`src/rtl/simon_control_gen.sv`:
```
// Purpose: Simon game controller holding the pattern memory, counters and comparators.
// Latency: outputs are combinational from registered state; the memory is read asynchronously.
// Backpressure: none; every input is a single-cycle pulse and is either consumed or ignored.
module simon_control_gen #(
    parameter int PAT_W   = 4,
    parameter int DEPTH   = 16,
    parameter int LIVES   = 3,
    parameter int TIMEOUT = 8,
    localparam int CW = $clog2(DEPTH + 1),
    localparam int LW = $clog2(LIVES + 1),
    localparam int TW = (TIMEOUT > 0) ? $clog2(TIMEOUT + 1) : 1
) (
    input  logic             clk,
    input  logic             rst_n,
    input  logic             step,
    input  logic             restart,
    input  logic             in_valid,
    input  logic [PAT_W-1:0] in_pattern,
    output logic             out_valid,
    output logic [PAT_W-1:0] out_pattern,
    output logic [2:0]       mode_leds,
    output logic [CW-1:0]    level,
    output logic [LW-1:0]    lives_left,
    output logic             win,
    output logic             lose
);

    localparam int AW = $clog2(DEPTH);
    localparam logic [CW-1:0] ONE_C   = CW'(1);
    localparam logic [CW-1:0] DEPTH_C = CW'(DEPTH);
    localparam logic [LW-1:0] LIVES_C = LW'(LIVES);
    localparam logic [TW-1:0] TMAX    = TW'((TIMEOUT > 0) ? TIMEOUT - 1 : 0);

    typedef enum logic [2:0] {
        S_INPUT = 3'd0,
        S_PLAY  = 3'd1,
        S_REP   = 3'd2,
        S_LOSE  = 3'd3,
        S_WIN   = 3'd4
    } state_t;

    state_t            state, state_nxt;
    logic [CW-1:0]     count, index;
    logic [LW-1:0]     lives, lives_dec;
    logic [TW-1:0]     timer;
    logic              win_tog;
    logic [PAT_W-1:0]  mem [DEPTH];

    logic [AW-1:0]     rd_addr, wr_addr;
    logic [PAT_W-1:0]  rd_dat;
    logic              legal_in, last, hit, tmo, fail, dead;

    assign rd_addr   = index[AW-1:0];
    assign wr_addr   = count[AW-1:0];
    assign rd_dat    = mem[rd_addr];
    assign legal_in  = in_valid && (in_pattern != '0);
    assign last      = (index + ONE_C) == count;
    assign hit       = in_pattern == rd_dat;
    // The timer expiring on this step counts as a wrong answer; a same-cycle input overrides it.
    assign tmo       = (TIMEOUT > 0) && (state == S_REP) && step && !in_valid && (timer == TMAX);
    assign fail      = ((state == S_REP) && in_valid && !hit) || tmo;
    assign lives_dec = (lives == '0) ? '0 : lives - LW'(1);
    assign dead      = lives_dec == '0;

    // State register.
    always_ff @(posedge clk or negedge rst_n) begin
        if (!rst_n) state <= S_INPUT;
        else        state <= state_nxt;
    end

    // Next-state decision.
    always_comb begin
        state_nxt = state;
        case (state)
            S_INPUT: if (legal_in) state_nxt = S_PLAY;
            S_PLAY:  if (step && last) state_nxt = S_REP;
            S_REP: begin
                if (fail)                  state_nxt = dead ? S_LOSE : S_PLAY;
                else if (in_valid && last) state_nxt = (count == DEPTH_C) ? S_WIN : S_INPUT;
            end
            S_LOSE, S_WIN: if (restart) state_nxt = S_INPUT;
            default: state_nxt = S_INPUT;
        endcase
    end

    // Counters, lives, repeat timer and the win blink phase.
    always_ff @(posedge clk or negedge rst_n) begin
        if (!rst_n) begin
            count   <= '0;
            index   <= '0;
            lives   <= LIVES_C;
            timer   <= '0;
            win_tog <= 1'b1;
        end else begin
            case (state)
                S_INPUT: begin
                    if (legal_in) begin
                        count <= count + ONE_C;
                        index <= '0;
                        timer <= '0;
                    end
                end
                S_PLAY: begin
                    if (step) begin
                        if (last) begin
                            index <= '0;
                            timer <= '0;
                        end else begin
                            index <= index + ONE_C;
                        end
                    end
                end
                S_REP: begin
                    if (fail) begin
                        lives <= lives_dec;
                        index <= '0;
                        timer <= '0;
                    end else if (in_valid) begin
                        timer <= '0;
                        if (last) begin
                            index   <= '0;
                            win_tog <= 1'b1;
                        end else begin
                            index <= index + ONE_C;
                        end
                    end else if (step && (TIMEOUT > 0)) begin
                        timer <= timer + TW'(1);
                    end
                end
                S_LOSE: begin
                    if (restart) begin
                        count <= '0;
                        index <= '0;
                        lives <= LIVES_C;
                        timer <= '0;
                    end else if (step) begin
                        index <= last ? '0 : index + ONE_C;
                    end
                end
                S_WIN: begin
                    if (restart) begin
                        count <= '0;
                        index <= '0;
                        lives <= LIVES_C;
                        timer <= '0;
                    end else if (step) begin
                        win_tog <= ~win_tog;
                    end
                end
                default: ;
            endcase
        end
    end

    // Pattern memory: written only on an accepted entry, never reset.
    always_ff @(posedge clk) begin
        if ((state == S_INPUT) && legal_in) mem[wr_addr] <= in_pattern;
    end

    // Display and status outputs decoded from the current state.
    always_comb begin
        mode_leds   = 3'b001;
        out_valid   = 1'b0;
        out_pattern = '0;
        win         = 1'b0;
        lose        = 1'b0;
        case (state)
            S_PLAY: begin
                mode_leds   = 3'b010;
                out_valid   = 1'b1;
                out_pattern = rd_dat;
            end
            S_REP: mode_leds = 3'b100;
            S_LOSE: begin
                mode_leds   = 3'b111;
                out_valid   = 1'b1;
                out_pattern = rd_dat;
                lose        = 1'b1;
            end
            S_WIN: begin
                mode_leds   = 3'b101;
                out_valid   = win_tog;
                out_pattern = win_tog ? '1 : '0;
                win         = 1'b1;
            end
            default: ;
        endcase
    end

    assign level      = count;
    assign lives_left = lives;

endmodule
```
`config.mk`:
```
export PLATFORM = sky130hd
export DESIGN_NAME = simon_control_gen
export DESIGN_NICKNAME = d
export VERILOG_FILES = /design/src/rtl/simon_control_gen.sv
export SDC_FILE = /design/constraint.sdc
export NUM_CORES = 1
export LEC_CHECK = 0
export CAP_MARGIN = 20
export CORE_ASPECT_RATIO = 1.5
export CORE_MARGIN = 2
export CORE_UTILIZATION = 59
export DETAILED_ROUTE_END_ITERATION = 10
export PLACE_DENSITY_LB_ADDON = 0.2
export SETUP_SLACK_MARGIN = 0.5
export SYNTH_ARGS = -nofsm -noshare
export SYNTH_HDL_FRONTEND = slang
export SYNTH_SLANG_ARGS = --single-unit
```
`constraint.sdc`:
```
create_clock -name clk -period 3.7 [get_ports clk]
set_input_delay 0.925 -clock clk [delete_from_list [all_inputs] [get_ports clk]]
set_output_delay 0.925 -clock clk [all_outputs]
set_load 0.01 [all_outputs]
```
==> results.cfg, run 1 <==
[cts]
clock_tree.root_cell = clkbuf_8
clock_latency_ps = 360
ctsLongestPathBuffers = 2
cts_buffers = 9
clk_pin_slew_ps = 80
postCtsHoldBufs = 0
htreeDepth = 3
cts.sinks = 84
tritoncts = yes

[placed_design]
dpl_cell_area_um2 = 4640
dp_slack_ps = 394
place_congestion = 0.923
dpl.cell_count = 440
port_buffers = 25
dp_hpwl_um = 7610

[sta]
relSlewSlack = 0.602
fin_crit_sh = 0.855
tightestPinTransition_ps = 597
fin_ws_ps = 538
hold_violations = 0
max_freq_ghz = 0.316
rsz0062_at_grt = true
holdWs_ps = 539
skew_ps = 10.5
finalMaxSlewViolations = 0
finalCriticalPeriod_ps = 3160
setup_violations = 0
fin_setup_tns_ps = 0

[die]
start_util = 0.611
ios = 26
die_x_um = 73.0
die_y_um = 107
placement_rows = 37
die_area_um2 = 7840
coreArea_um2 = 6900

[logic_synthesis]
synth_warnings = 0
synth_top_area_cell = edfxtp_1
synth.avg_cell_area_um2 = 12.6
synthArstFlopShare = 0.238
synth_top_area_frac = 0.456
synth_flop_cell = edfxtp_1
synth_seq_cells = 84
synthesis.nets = 349
ys_types = 59
synth_area_leaders = edfxtp_1 (46%), dfrtp_1 (10%), mux4_2 (5.9%), mux4_1 (3.7%), nand2_1 (3.0%)
yosysSeqAreaShare = 0.576
synth_edf_count = 64
synth_area_um2 = 4210
syn_inst = 334

[finish]
syn2layout_area_growth_pct = 17.7
final_cells = 469
finalInstanceArea_um2 = 4960
layout_common_cells = edfxtp_1 (64), nand2_1 (32), nor2_1 (31)
n_antenna_cell = 0
fin_nets = 401
drive_gt1_frac = 0.228
layout_commonest_cell = edfxtp_1

[grt]
grtUsageMet1 = 0.324
grt_pass1_wl_um = 15800
grt_max_degree = 22
gr-usage-all-layers = 0.284
grtUsageMet3 = 0.0506
grt_overflow = 0
busiest_layer = met2
grtUsageMet2 = 0.494
antenna_found_initial = 0
grt_pass1_vias = 3012

[pwr]
swShare = 0.351
cellLeakagePower_nw = 1.83
p_sw_mw = 1.15
p_seq_frac = 0.396
power.internal_mw = 2.12
comb_power_share = 0.386
ir_drop_v = 0.000424
power.density_nw_per_um2 = 660
clock_power_share = 0.218

[drt]
vias_per_cell = 6.39
drt_iter0_markers = 218
antenna_left = 0
drtPass1Iterations = 4
drc = 0
wl_per_cell_um = 22.2
wl_um = 10400
vias = 2997

[worst_setup_path]
r2r-start = index[0]
crit_path_end_kind = primary output
rrSetupSlack_ps = 610
path_max_fanout = 8
arrival_ps = 2240
r2r-end = timer[0]
required_ps = 2770
cp-start-kind = register
reg2regPathDepth = 9
crit_type = register to primary output

[run_status]
status = finished, final reports clean

[hold_path]
hold_depth = 2
holdPathEnd = win_tog
hold_path.class = register to register
holdCritStartpoint = win_tog

[flow_run]
cap_violations = 0
==> area by class of cell <==
class | count | area [um^2]
flip-flops and latches | 84 | 2430
fillers | 479 | 1940
multi-input cells | 224 | 1670
repair buffers | 55 | 493
clock buffers | 12 | 145
well taps | 78 | 97.6
clock inverters | 4 | 72.6
inverters | 12 | 45.0
==> flip-flops by register name (all words and copies together), names as in the netlist <==
signal	count
index	5
state	3
win_tog	1
lives_left	2
mem	64
level	5
timer	4
==> cells in the mapped netlist (all sizes together), types with 7 or more instances <==
cell type,count
nor3,13
nor2,32
edfxtp,64
clkbuf,10
o21ai,23
inv,12
nand2b,7
dfrtp,17
nand2,36
mux4,17
a21oi,14
==> worst max-delay path by stage <==
stage,startpoint,to,slack (ps)
finish,index[0],out_pattern[2],540
global route,index[0],out_pattern[0],470
CTS,index[0],out_pattern[2],340
detailed placement,index[0],out_pattern[1],390
global placement,index[0],out_pattern[1],430
floorplan,index[0],out_pattern[0],950
==> routing by layer <==
metal  vias up  share of wire
met2       128           0.55
li1       1371              -
met3        33          0.049
met1      1465           0.36
met5         -              0
met4         0          0.045
==> stage by stage <==
step                      utilization  power (mW)
after global routing            0.718        3.43
final                           0.718        3.27
after CTS                       0.710        3.18
after floorplan                     -        2.02
after detailed placement        0.672        2.47
after global placement          0.672        2.44
==> critical path: stages (launching register included) <==
cell and delay [ps]:
dfrtp_2 440, buf_12 160, mux4_2 500, mux4_2 530
nand2_2 70, nand2_1 50, clkbuf_2 120
==> timing repair <==
item	CTS	global route
setup endpoints to repair	5	5
resized for setup	8	19
gates cloned	0	1
buffers inserted	5	6
pin swaps	0	2
==> power by group through the flow <==
stage	registers (mW)	clock network, mW	logic [mW]
4_1_cts	1.29	0.721	1.17
3_5_place_dp	1.31	0	1.15
3_3_place_gp	1.31	0	1.13
5_1_grt	1.31	0.754	1.37
6_report	1.29	0.713	1.26
2_1_floorplan	1.22	0	0.801
==> logic make-up (layout without fill, tap and decap cells) <==
| kind of cell | after synthesis | after routing | share of synthesized area |
|---|---|---|---|
| multiplexers | 24 | 24 | 0.114 |
| AO/OA/AOI/OAI | 65 | 65 | 0.105 |
| adder cells (fa/ha/maj) | 6 | 6 | 0.0178 |
| XOR/XNOR | 10 | 10 | 0.0226 |
| AND/OR/NAND/NOR | 119 | 119 | 0.139 |
| buffers and inverters | 26 | 83 | 0.0253 |
| flip-flops | 84 | 84 | 0.576 |
Power figures use the tool's default switching activity.
==> run 2, diff against run 1 <==
--- a/config.mk
+++ b/config.mk
@@ -11,7 +11,7 @@
 export CORE_UTILIZATION = 59
 export DETAILED_ROUTE_END_ITERATION = 10
 export PLACE_DENSITY_LB_ADDON = 0.2
-export SETUP_SLACK_MARGIN = 0.5
+export SETUP_SLACK_MARGIN = 0.4
 export SYNTH_ARGS = -nofsm -noshare
 export SYNTH_HDL_FRONTEND = slang
 export SYNTH_SLANG_ARGS = --single-unit
==> results.cfg, run 2 (synthesis gave the netlist of run 1 again) <==
[run_status]
status = finished, final reports clean

[worst_setup_path]
crit_path_end_kind = primary output
path_max_fanout = 8
cp-start-kind = register
crit_type = register to primary output
required_ps = 2770
arrival_ps = 2380

[grt]
grtUsageMet3 = 0.0506
grt_pass1_wl_um = 15800
antenna_found_initial = 0
grt_overflow = 0
grtUsageMet2 = 0.494
grt_pass1_vias = 3012
busiest_layer = met2
gr-usage-all-layers = 0.284
grt_max_degree = 22
grtUsageMet1 = 0.324

[sta]
hold_violations = 0
max_freq_ghz = 0.302
fin_crit_sh = 0.893
setup_violations = 0
finalMaxSlewViolations = 0
rsz0062_at_grt = true
relSlewSlack = 0.609
finalCriticalPeriod_ps = 3310
fin_setup_tns_ps = 0
holdWs_ps = 537
tightestPinTransition_ps = 587
skew_ps = 9.78
fin_ws_ps = 394

[cts]
clock_tree.root_cell = clkbuf_8
htreeDepth = 3
postCtsHoldBufs = 0
cts.sinks = 84
cts_buffers = 9
clock_latency_ps = 360
clk_pin_slew_ps = 80
tritoncts = yes
ctsLongestPathBuffers = 2

[finish]
regMostFlops = mem
drive_gt1_frac = 0.206
multi_input_area_um2 = 1680
final_cells = 466
syn2layout_area_growth_pct = 17.5
layout_commonest_cell = edfxtp_1
fillers = 474
regArea_um2 = 2430
fin_nets = 398
layout_common_cells = edfxtp_1 (64), nand2_1 (33), nor2_1 (31)
n_antenna_cell = 0
largest_register_ffs = 64
finalInstanceArea_um2 = 4950

[flow_run]
cap_violations = 0

[die]
placement_rows = 37
die_area_um2 = 7840
coreArea_um2 = 6900
ios = 26
die_x_um = 73.0
start_util = 0.611
die_y_um = 107

[drt]
drc = 0
vias = 2976
wl_per_cell_um = 22.2
wl_um = 10300
vias_per_cell = 6.39
drt_iter0_markers = 224
antenna_left = 0
drtPass1Iterations = 5

[placed_design]
port_buffers = 25
dp_hpwl_um = 7610
dpl.cell_count = 440
dp_slack_ps = 394
place_congestion = 0.923
dpl_cell_area_um2 = 4640

[pwr]
cellLeakagePower_nw = 1.83
power.density_nw_per_um2 = 654
ir_drop_v = 0.000422

[hold_path]
hold_path.class = register to register
## run 2: changes by cell type in the layout (fill, tap and decap cells not counted)
cell           delta
nand2_2           -1
buf_4             -3
buf_2             -1
mux4_1            +3
clkbuf_2          -1
nand2_1           +1
mux4_2            -3
dlygate4sd2_1     +2
## run 2: stage by stage
stage	utilization	total power, mW
floorplan	-	2.02
global placement	0.672	2.44
detailed placement	0.672	2.47
CTS	0.709	3.18
global route	0.718	3.40
finish	0.718	3.24
## run 2: cell type report
| type | count | share of cell area |
|---|---|---|
| timing repair buffer | 52 | 0.0966 |
| inverter | 12 | 0.00910 |
| tap | 78 | 0.0197 |
| multi-input combinational | 224 | 0.340 |
| sequential | 84 | 0.491 |
| clock inverter | 4 | 0.0147 |
| clock buffer | 12 | 0.0293 |
## run 2: final timing paths
path	startpoint	to	slack [ps]	cells after the start
min reg2reg	win_tog	win_tog	540	2
min in group asynchronous	rst_n	timer[3]	750	1
max in group asynchronous	rst_n	win_tog	2480	2
max	index[0]	out_pattern[0]	390	6
min	win_tog	win_tog	540	2
max reg2reg	index[0]	timer[0]	610	9
## run 2: what timing repair did
| item | 4_1_cts | 5_1_grt |
|---|---|---|
| endpoints found under the hold margin | 0 | 0 |
| cloned | 0 | 1 |
| buffers inserted | 5 | 3 |
| pin swaps | 0 | 0 |
| endpoints found under the setup margin | 5 | 5 |
| resized for setup | 7 | 11 |
## run 2: per-layer routing
metal  vias up  wire (um)
li1       1368          -
met1      1464       3780
met2       114       5670
met3        30        422
met4         0        467
met5         -          0
## run 2: power by group
group	total, mW	switching (mW)	internal, mW
clock network	0.710	0.311	0.399
registers	1.30	0.176	1.13
logic	1.22	0.647	0.578
total	3.24	1.13	2.10
## run 2: worst max-delay path, cell delays in order (launching register included)
cell and delay (ps):
dfrtp_2 440, buf_12 150, mux4_2 500, mux4_2 510, nand2_1 90, nand2_1 50, dlygate4sd2_1 280
